$ cat src/rtl/rgbw_pkg.sv
// rgbw_pkg: shared opcodes, FSM states, channel indices and header field layout for the RGBW frame decoder
package rgbw_pkg;

    localparam logic [1:0] OP_NOP   = 2'b00;
    localparam logic [1:0] OP_WRITE = 2'b01;
    localparam logic [1:0] OP_BCAST = 2'b10;
    localparam logic [1:0] OP_ILL   = 2'b11;

    typedef enum logic [1:0] {
        IDLE,
        HEADER,
        PAYLOAD,
        DISCARD
    } state_e;

    localparam int CH_R = 0;
    localparam int CH_G = 1;
    localparam int CH_B = 2;
    localparam int CH_W = 3;

    localparam int HDR_OP_LSB  = 6;
    localparam int HDR_OP_W    = 2;
    localparam int HDR_IDX_LSB = 0;
    localparam int HDR_IDX_W   = 2;

endpackage

$ cat src/rtl/cs_sync.sv
// cs_sync: multi-flop synchronizer for the active-low chip-select with rise/fall pulses, idling high
module cs_sync #(
    parameter int STAGES = 2
) (
    input  logic clk,
    input  logic reset,
    input  logic cs_i,
    output logic rise_o,
    output logic fall_o
);

    logic [STAGES-1:0] sync_q;
    logic              prev_q;

    // Shift cs through the chain and keep one delayed copy of the synchronized level
    always_ff @(posedge clk) begin
        if (reset) begin
            sync_q <= '1;
            prev_q <= 1'b1;
        end else begin
            sync_q <= {sync_q[STAGES-2:0], cs_i};
            prev_q <= sync_q[STAGES-1];
        end
    end

    // Edge pulses compare the synchronized level against its previous value
    always_comb begin
        rise_o = sync_q[STAGES-1] & ~prev_q;
        fall_o = ~sync_q[STAGES-1] & prev_q;
    end

endmodule

$ cat src/rtl/rgbw_frame_decoder.sv
// rgbw_frame_decoder: parses CS-delimited SPI frames into shadow channel registers and commits them atomically
// Optional check byte support is enabled by defining RGBW_CHECKSUM_EN.
module rgbw_frame_decoder
    import rgbw_pkg::*;
#(
    parameter int DATA_W         = 8,
    parameter int NUM_CH         = 4,
    parameter int CS_SYNC_STAGES = 2
) (
    input  logic              clk,
    input  logic              reset,
    input  logic              cs,
    input  logic              rdy,
    input  logic [DATA_W-1:0] data,
    output logic [DATA_W-1:0] red,
    output logic [DATA_W-1:0] green,
    output logic [DATA_W-1:0] blue,
    output logic [DATA_W-1:0] white,
    output logic              update,
    output logic              frame_err,
    output logic              busy
);

    localparam int IW = $clog2(NUM_CH);
    localparam int CW = $clog2(NUM_CH + 2) + 1;
`ifdef RGBW_CHECKSUM_EN
    localparam int EXTRA = 1;
`else
    localparam int EXTRA = 0;
`endif
    localparam logic [CW-1:0] WR_MAX = CW'(NUM_CH + EXTRA);
    localparam logic [CW-1:0] BC_MAX = CW'(1 + EXTRA);

    state_e            state_q, state_d;
    logic [DATA_W-1:0] shadow_q [NUM_CH];
    logic [DATA_W-1:0] shadow_d [NUM_CH];
    logic [DATA_W-1:0] active_q [NUM_CH];
    logic [DATA_W-1:0] active_d [NUM_CH];
    logic [NUM_CH-1:0] mask_q, mask_d;
    logic [IW-1:0]     idx_q, idx_d;
    logic [CW-1:0]     cnt_q, cnt_d;
    logic [1:0]        op_q, op_d;
    logic              update_q, update_d;
    logic              err_q, err_d;
    logic              wr_en;
    logic [DATA_W-1:0] wr_byte;
    logic              ck_ok;
    logic              rise, fall;
`ifdef RGBW_CHECKSUM_EN
    logic [DATA_W-1:0] pend_q, pend_d;
    logic              pend_v_q, pend_v_d;
    logic [DATA_W-1:0] xor_q, xor_d;
`endif

    cs_sync #(
        .STAGES(CS_SYNC_STAGES)
    ) u_cs_sync (
        .clk   (clk),
        .reset (reset),
        .cs_i  (cs),
        .rise_o(rise),
        .fall_o(fall)
    );

    // Frame FSM: a byte arriving with the closing edge is applied before the commit decision
    always_comb begin
        state_d  = state_q;
        shadow_d = shadow_q;
        mask_d   = mask_q;
        idx_d    = idx_q;
        cnt_d    = cnt_q;
        op_d     = op_q;
        update_d = 1'b0;
        err_d    = 1'b0;
        wr_en    = 1'b0;
        ck_ok    = 1'b1;
`ifdef RGBW_CHECKSUM_EN
        pend_d   = pend_q;
        pend_v_d = pend_v_q;
        xor_d    = xor_q;
        wr_byte  = pend_q;
`else
        wr_byte  = data;
`endif
        if (state_q == IDLE) begin
            if (fall) begin
                state_d = HEADER;
                mask_d  = '0;
                cnt_d   = '0;
`ifdef RGBW_CHECKSUM_EN
                pend_v_d = 1'b0;
`endif
            end
        end else if (rdy && state_q == HEADER) begin
            op_d    = data[HDR_OP_LSB +: HDR_OP_W];
            idx_d   = IW'(data[HDR_IDX_LSB +: HDR_IDX_W]);
            state_d = (op_d == OP_ILL) ? DISCARD : PAYLOAD;
`ifdef RGBW_CHECKSUM_EN
            xor_d   = data;
`endif
        end else if (rdy && state_q == PAYLOAD && op_q != OP_NOP) begin
            cnt_d = cnt_q + CW'(1);
            if (cnt_d > ((op_q == OP_BCAST) ? BC_MAX : WR_MAX)) begin
                state_d = DISCARD;
            end else begin
`ifdef RGBW_CHECKSUM_EN
                // The newest byte may be the check byte, so only the previous one is written
                wr_en    = pend_v_q;
                pend_d   = data;
                pend_v_d = 1'b1;
                xor_d    = pend_v_q ? (xor_q ^ pend_q) : xor_q;
`else
                wr_en    = 1'b1;
`endif
            end
        end
        if (wr_en) begin
            if (op_q == OP_BCAST) begin
                for (int c = 0; c < NUM_CH; c++) shadow_d[c] = wr_byte;
                mask_d = '1;
            end else begin
                shadow_d[idx_q] = wr_byte;
                mask_d[idx_q]   = 1'b1;
                idx_d           = idx_q + IW'(1);
            end
        end
        if (state_q != IDLE && rise) begin
`ifdef RGBW_CHECKSUM_EN
            ck_ok = (pend_d == xor_d);
`endif
            update_d = state_d == PAYLOAD && (op_q == OP_WRITE || op_q == OP_BCAST) && |mask_d && ck_ok;
            err_d    = state_d == DISCARD || (state_d == PAYLOAD && op_q != OP_NOP && cnt_d != '0 && !ck_ok);
            state_d  = IDLE;
        end
        for (int c = 0; c < NUM_CH; c++) active_d[c] = (update_d && mask_d[c]) ? shadow_d[c] : active_q[c];
    end

    // State, shadow and active registers; reset abandons any open frame silently
    always_ff @(posedge clk) begin
        if (reset) begin
            state_q  <= IDLE;
            mask_q   <= '0;
            idx_q    <= '0;
            cnt_q    <= '0;
            op_q     <= OP_NOP;
            update_q <= 1'b0;
            err_q    <= 1'b0;
            for (int c = 0; c < NUM_CH; c++) begin
                shadow_q[c] <= '0;
                active_q[c] <= '0;
            end
`ifdef RGBW_CHECKSUM_EN
            pend_q   <= '0;
            pend_v_q <= 1'b0;
            xor_q    <= '0;
`endif
        end else begin
            state_q  <= state_d;
            mask_q   <= mask_d;
            idx_q    <= idx_d;
            cnt_q    <= cnt_d;
            op_q     <= op_d;
            update_q <= update_d;
            err_q    <= err_d;
            shadow_q <= shadow_d;
            active_q <= active_d;
`ifdef RGBW_CHECKSUM_EN
            pend_q   <= pend_d;
            pend_v_q <= pend_v_d;
            xor_q    <= xor_d;
`endif
        end
    end

    assign red       = active_q[CH_R];
    assign green     = active_q[CH_G];
    assign blue      = active_q[CH_B];
    assign white     = active_q[CH_W];
    assign update    = update_q;
    assign frame_err = err_q;
    assign busy      = (state_q != IDLE);

endmodule

$ cat config.mk
export PLATFORM = sky130hd
export DESIGN_NAME = rgbw_frame_decoder
export DESIGN_NICKNAME = d
export VERILOG_FILES = /design/src/rtl/rgbw_pkg.sv /design/src/rtl/cs_sync.sv /design/src/rtl/rgbw_frame_decoder.sv
export SDC_FILE = /design/constraint.sdc
export NUM_CORES = 1
export LEC_CHECK = 0
export CAP_MARGIN = 10
export CORE_MARGIN = 3
export CORE_UTILIZATION = 30
export DETAILED_ROUTE_END_ITERATION = 8
export DONT_BUFFER_PORTS = 1
export HOLD_SLACK_MARGIN = 0.15
export SYNTH_ARGS = -nofsm -noshare
export SYNTH_HDL_FRONTEND = slang
export SYNTH_SLANG_ARGS = --single-unit
$ cat constraint.sdc
create_clock -name clk -period 2.1 [get_ports clk]
set_input_delay 0.315 -clock clk [delete_from_list [all_inputs] [get_ports clk]]
set_output_delay 0.315 -clock clk [all_outputs]
set_load 0.02 [all_outputs]
==> impl_metrics.ini <==
[run_status]
status = complete, but fails checks
violations = setup timing

[clock_network]
cts_max_level = 3
cts_tree = done
postCtsHoldBufs = 10
clk_path_buf_depth = 2
clkLatencyLatePin_ps = 340
numCtsBuffers = 9
clkTransAtPathRegs_ps = 60
clk_root_buffer_cell = clkbuf_16
numClockSinks = 83

[synth]
synth_seq_cells = 83
synth_warnings = 0
synth_xor_area_share_pct = 0.503
synth-simple-area-share_pct = 13.2
synth_nets = 355
synth.distinct_cells = 38
syn-mean-instance-area_sq_um = 10.4
synth_compound_area_share_pct = 20.9
yosys.area_share.adder_pct = 2.88
syn_area_sq_um = 3480
synthCells = 335
synthMuxAreaShare_pct = 10.1
ys_seq_area_share_pct = 47.7
synth_top_family_by_area = compound AO/OA/AOI/OAI gates

[finish]
final_common_cell = dfxtp_1
syn_to_final_growth_pct = 35.5
finalNetCount = 393
final.fill_count = 1048
mostFrequentLayoutCells = dfxtp_1, nor2_1, a211oi_2
n_antenna_cell = 0
drive_above_1_share_pct = 42.4

[placed_design]
place_congestion = 0.808
io_buffers = 0
detailedPlace.worstSlack_ps = -174
hpwl_mm = 5.33

[setup_path]
endpoint_kind = flop
path_class = flop to flop
startpoint_type = flop
critPathMaxFanout = 13
crit_required_ps = 2320
crit_arrival_ps = 2360

[global_route]
grt_pass1_vias = 2660
antenna_found_initial = 0
grt_max_degree = 82
gr-usage-all-layers_pct = 14.1
grt_pass1_wl_mm = 14.2
grt_overflow_total = 0

[floorplan]
dieArea_sq_um = 12900
pin_count = 47
rows = 38
dieHeight_um = 114
coreArea_sq_um = 11100
die_w_um = 114
start_util_pct = 31.4

[timing]
worst_slack_ps = -42.9
hold_slack_ps = 39.0
slew-limit-headroom_pct = 72.2
setup_violations = 18
hold_viol_final = 0
finClkSkew_ps = 6.76
worst_slew_pin_slew_ps = 415
setup-tns-final_ps = -357
rsz0062_at_grt = yes
timing.final.crit_share_pct = 102
slew_violations = 0
clock.fmax_mhz = 467
min_period_ps = 2140

[routing]
vias = 2572
drt_iter0_drc = 105
wire_per_inst_um = 17.3
drtAntennaViolNets = 0
drtPass1Iterations = 4
wl_mm = 8.95
routed_via_density = 4.97
route.detailed.drc = 0

[power_and_ir_drop]
powerDensity_nw_per_um2 = 648
vdd.ir_drop.worst_v = 0.000425
finalPower_uw = 3060
leakage_uw = 0.00158

[run]
drv_cap = 0

[min_path]
hold_path_class = input port to flop
cells in the mapped netlist:
| cell type | number | area (sq um) |
|---|---|---|
| dfxtp_1 | 83 | 1660 |
| nor2_1 | 43 | 161 |
| a21oi_1 | 42 | 210 |
| mux2i_1 | 35 | 350 |
| a211oi_2 | 32 | 400 |
| clkbuf_1 | 12 | 45.0 |
| ha_1 | 8 | 100 |
| inv_1 | 7 | 26.3 |
| nand2_1 | 7 | 26.3 |
| buf_2 | 6 | 30.0 |
| buf_6 | 5 | 56.3 |
| nor2b_1 | 5 | 31.3 |
| nor3_1 | 5 | 25.0 |
| or2_2 | 5 | 31.3 |
| and2_4 | 4 | 35.0 |
| nor2_4 | 4 | 45.0 |
| o21ai_0 | 4 | 20.0 |
| nand3_1 | 3 | 15.0 |
| nand2b_1 | 2 | 12.5 |
| nand3b_1 | 2 | 15.0 |
| nor4_1 | 2 | 12.5 |
| o21ai_2 | 2 | 17.5 |
| xor2_1 | 2 | 17.5 |
| a211oi_1 | 1 | 7.51 |
| a21o_1 | 1 | 7.51 |
| a31o_1 | 1 | 8.76 |
| a31oi_1 | 1 | 6.26 |
| and3b_1 | 1 | 8.76 |
| and4bb_2 | 1 | 12.5 |
| buf_4 | 1 | 7.51 |
| nand4bb_1 | 1 | 11.3 |
| nor4b_1 | 1 | 8.76 |
| o211ai_1 | 1 | 7.51 |
| o21a_1 | 1 | 7.51 |
| o221ai_1 | 1 | 8.76 |
| o311ai_2 | 1 | 16.3 |
| o32a_1 | 1 | 10.0 |
| or3_1 | 1 | 6.26 |
worst max-delay path: stages (launching register included):
cell and delay (ps):
dfxtp_2 330, ha_4 170, xor2_4 160, and3b_1 200, or3_4 380, a31o_4 260, bufbuf_16 310, a21oi_4 160
a211oi_2 60
layer usage:
metal,vias up,GRT usage [%],wire [um],share of wire [%]
li1,1265,-,-,-
met1,1250,17.6,4050,45
met2,42,23.2,4250,47
met3,15,4.88,491,5.5
met4,0,3.85,163,1.8
met5,-,0,0,0
cell type report:
cell class	instances	area, sq um	share of cell area, %
tap	140	175	3.71
timing repair buffer	51	582	12.3
multi-input combinational	221	2000	42.5
clock inverter	3	25.0	0.531
clock buffer	12	236	5.01
inverter	7	26.3	0.557
sequential	83	1670	35.3
power breakdown:
part | switching [uW] | internal [uW] | leakage, uW
clock network | 612 | 801 | 0.000123
registers | 5.91 | 1580 | 0.000671
logic | 28.8 | 27.6 | 0.000784
total | 646 | 2410 | 0.00158
path summary, 6_finish.rpt:
path	start	to	slack, ps	cells past startpoint
max	cnt_q[0]	red[0]	-40	8
min	reset	blue[6]	40	1
max reg2reg	cnt_q[0]	red[0]	-40	8
min reg2reg	shadow_q[24]	shadow_q[24]	500	2
metrics by stage:
stage	area (sq um)	std cells	util (%)
finish	4720	517	42.6
global route	4720	517	42.6
CTS	4480	510	40.4
detailed placement	3870	478	35.0
global placement	3870	478	35.0
floorplan	3540	335	-
logic make-up after synthesis:
logic type,count (synthesis)
compound gates,89
fa+ha+maj,8
simple gates,87
flops,83
xor+xnor,2
buf+inv,31
mux,35
state kept, by name, summed over array words and instances, names as in the netlist:
register / cells
mask_q: 4
u_cs_sync.prev_q: 1
green: 8
shadow_q: 32
update: 1
state_q: 2
blue: 8
idx_q: 2
frame_err: 1
white: 8
u_cs_sync.sync_q: 2
op_q: 2
red: 8
cnt_q: 4
what timing repair did:
item / CTS / global route
hold endpoints to repair: 80 / 71
resized for setup: 36 / 38
pin swaps: 3 / 6
endpoints found under the setup margin: 40 / 53
cloned: 4 / 0
buffers inserted: 3 / 7
Note: power is estimated with default switching activity, not from simulation.
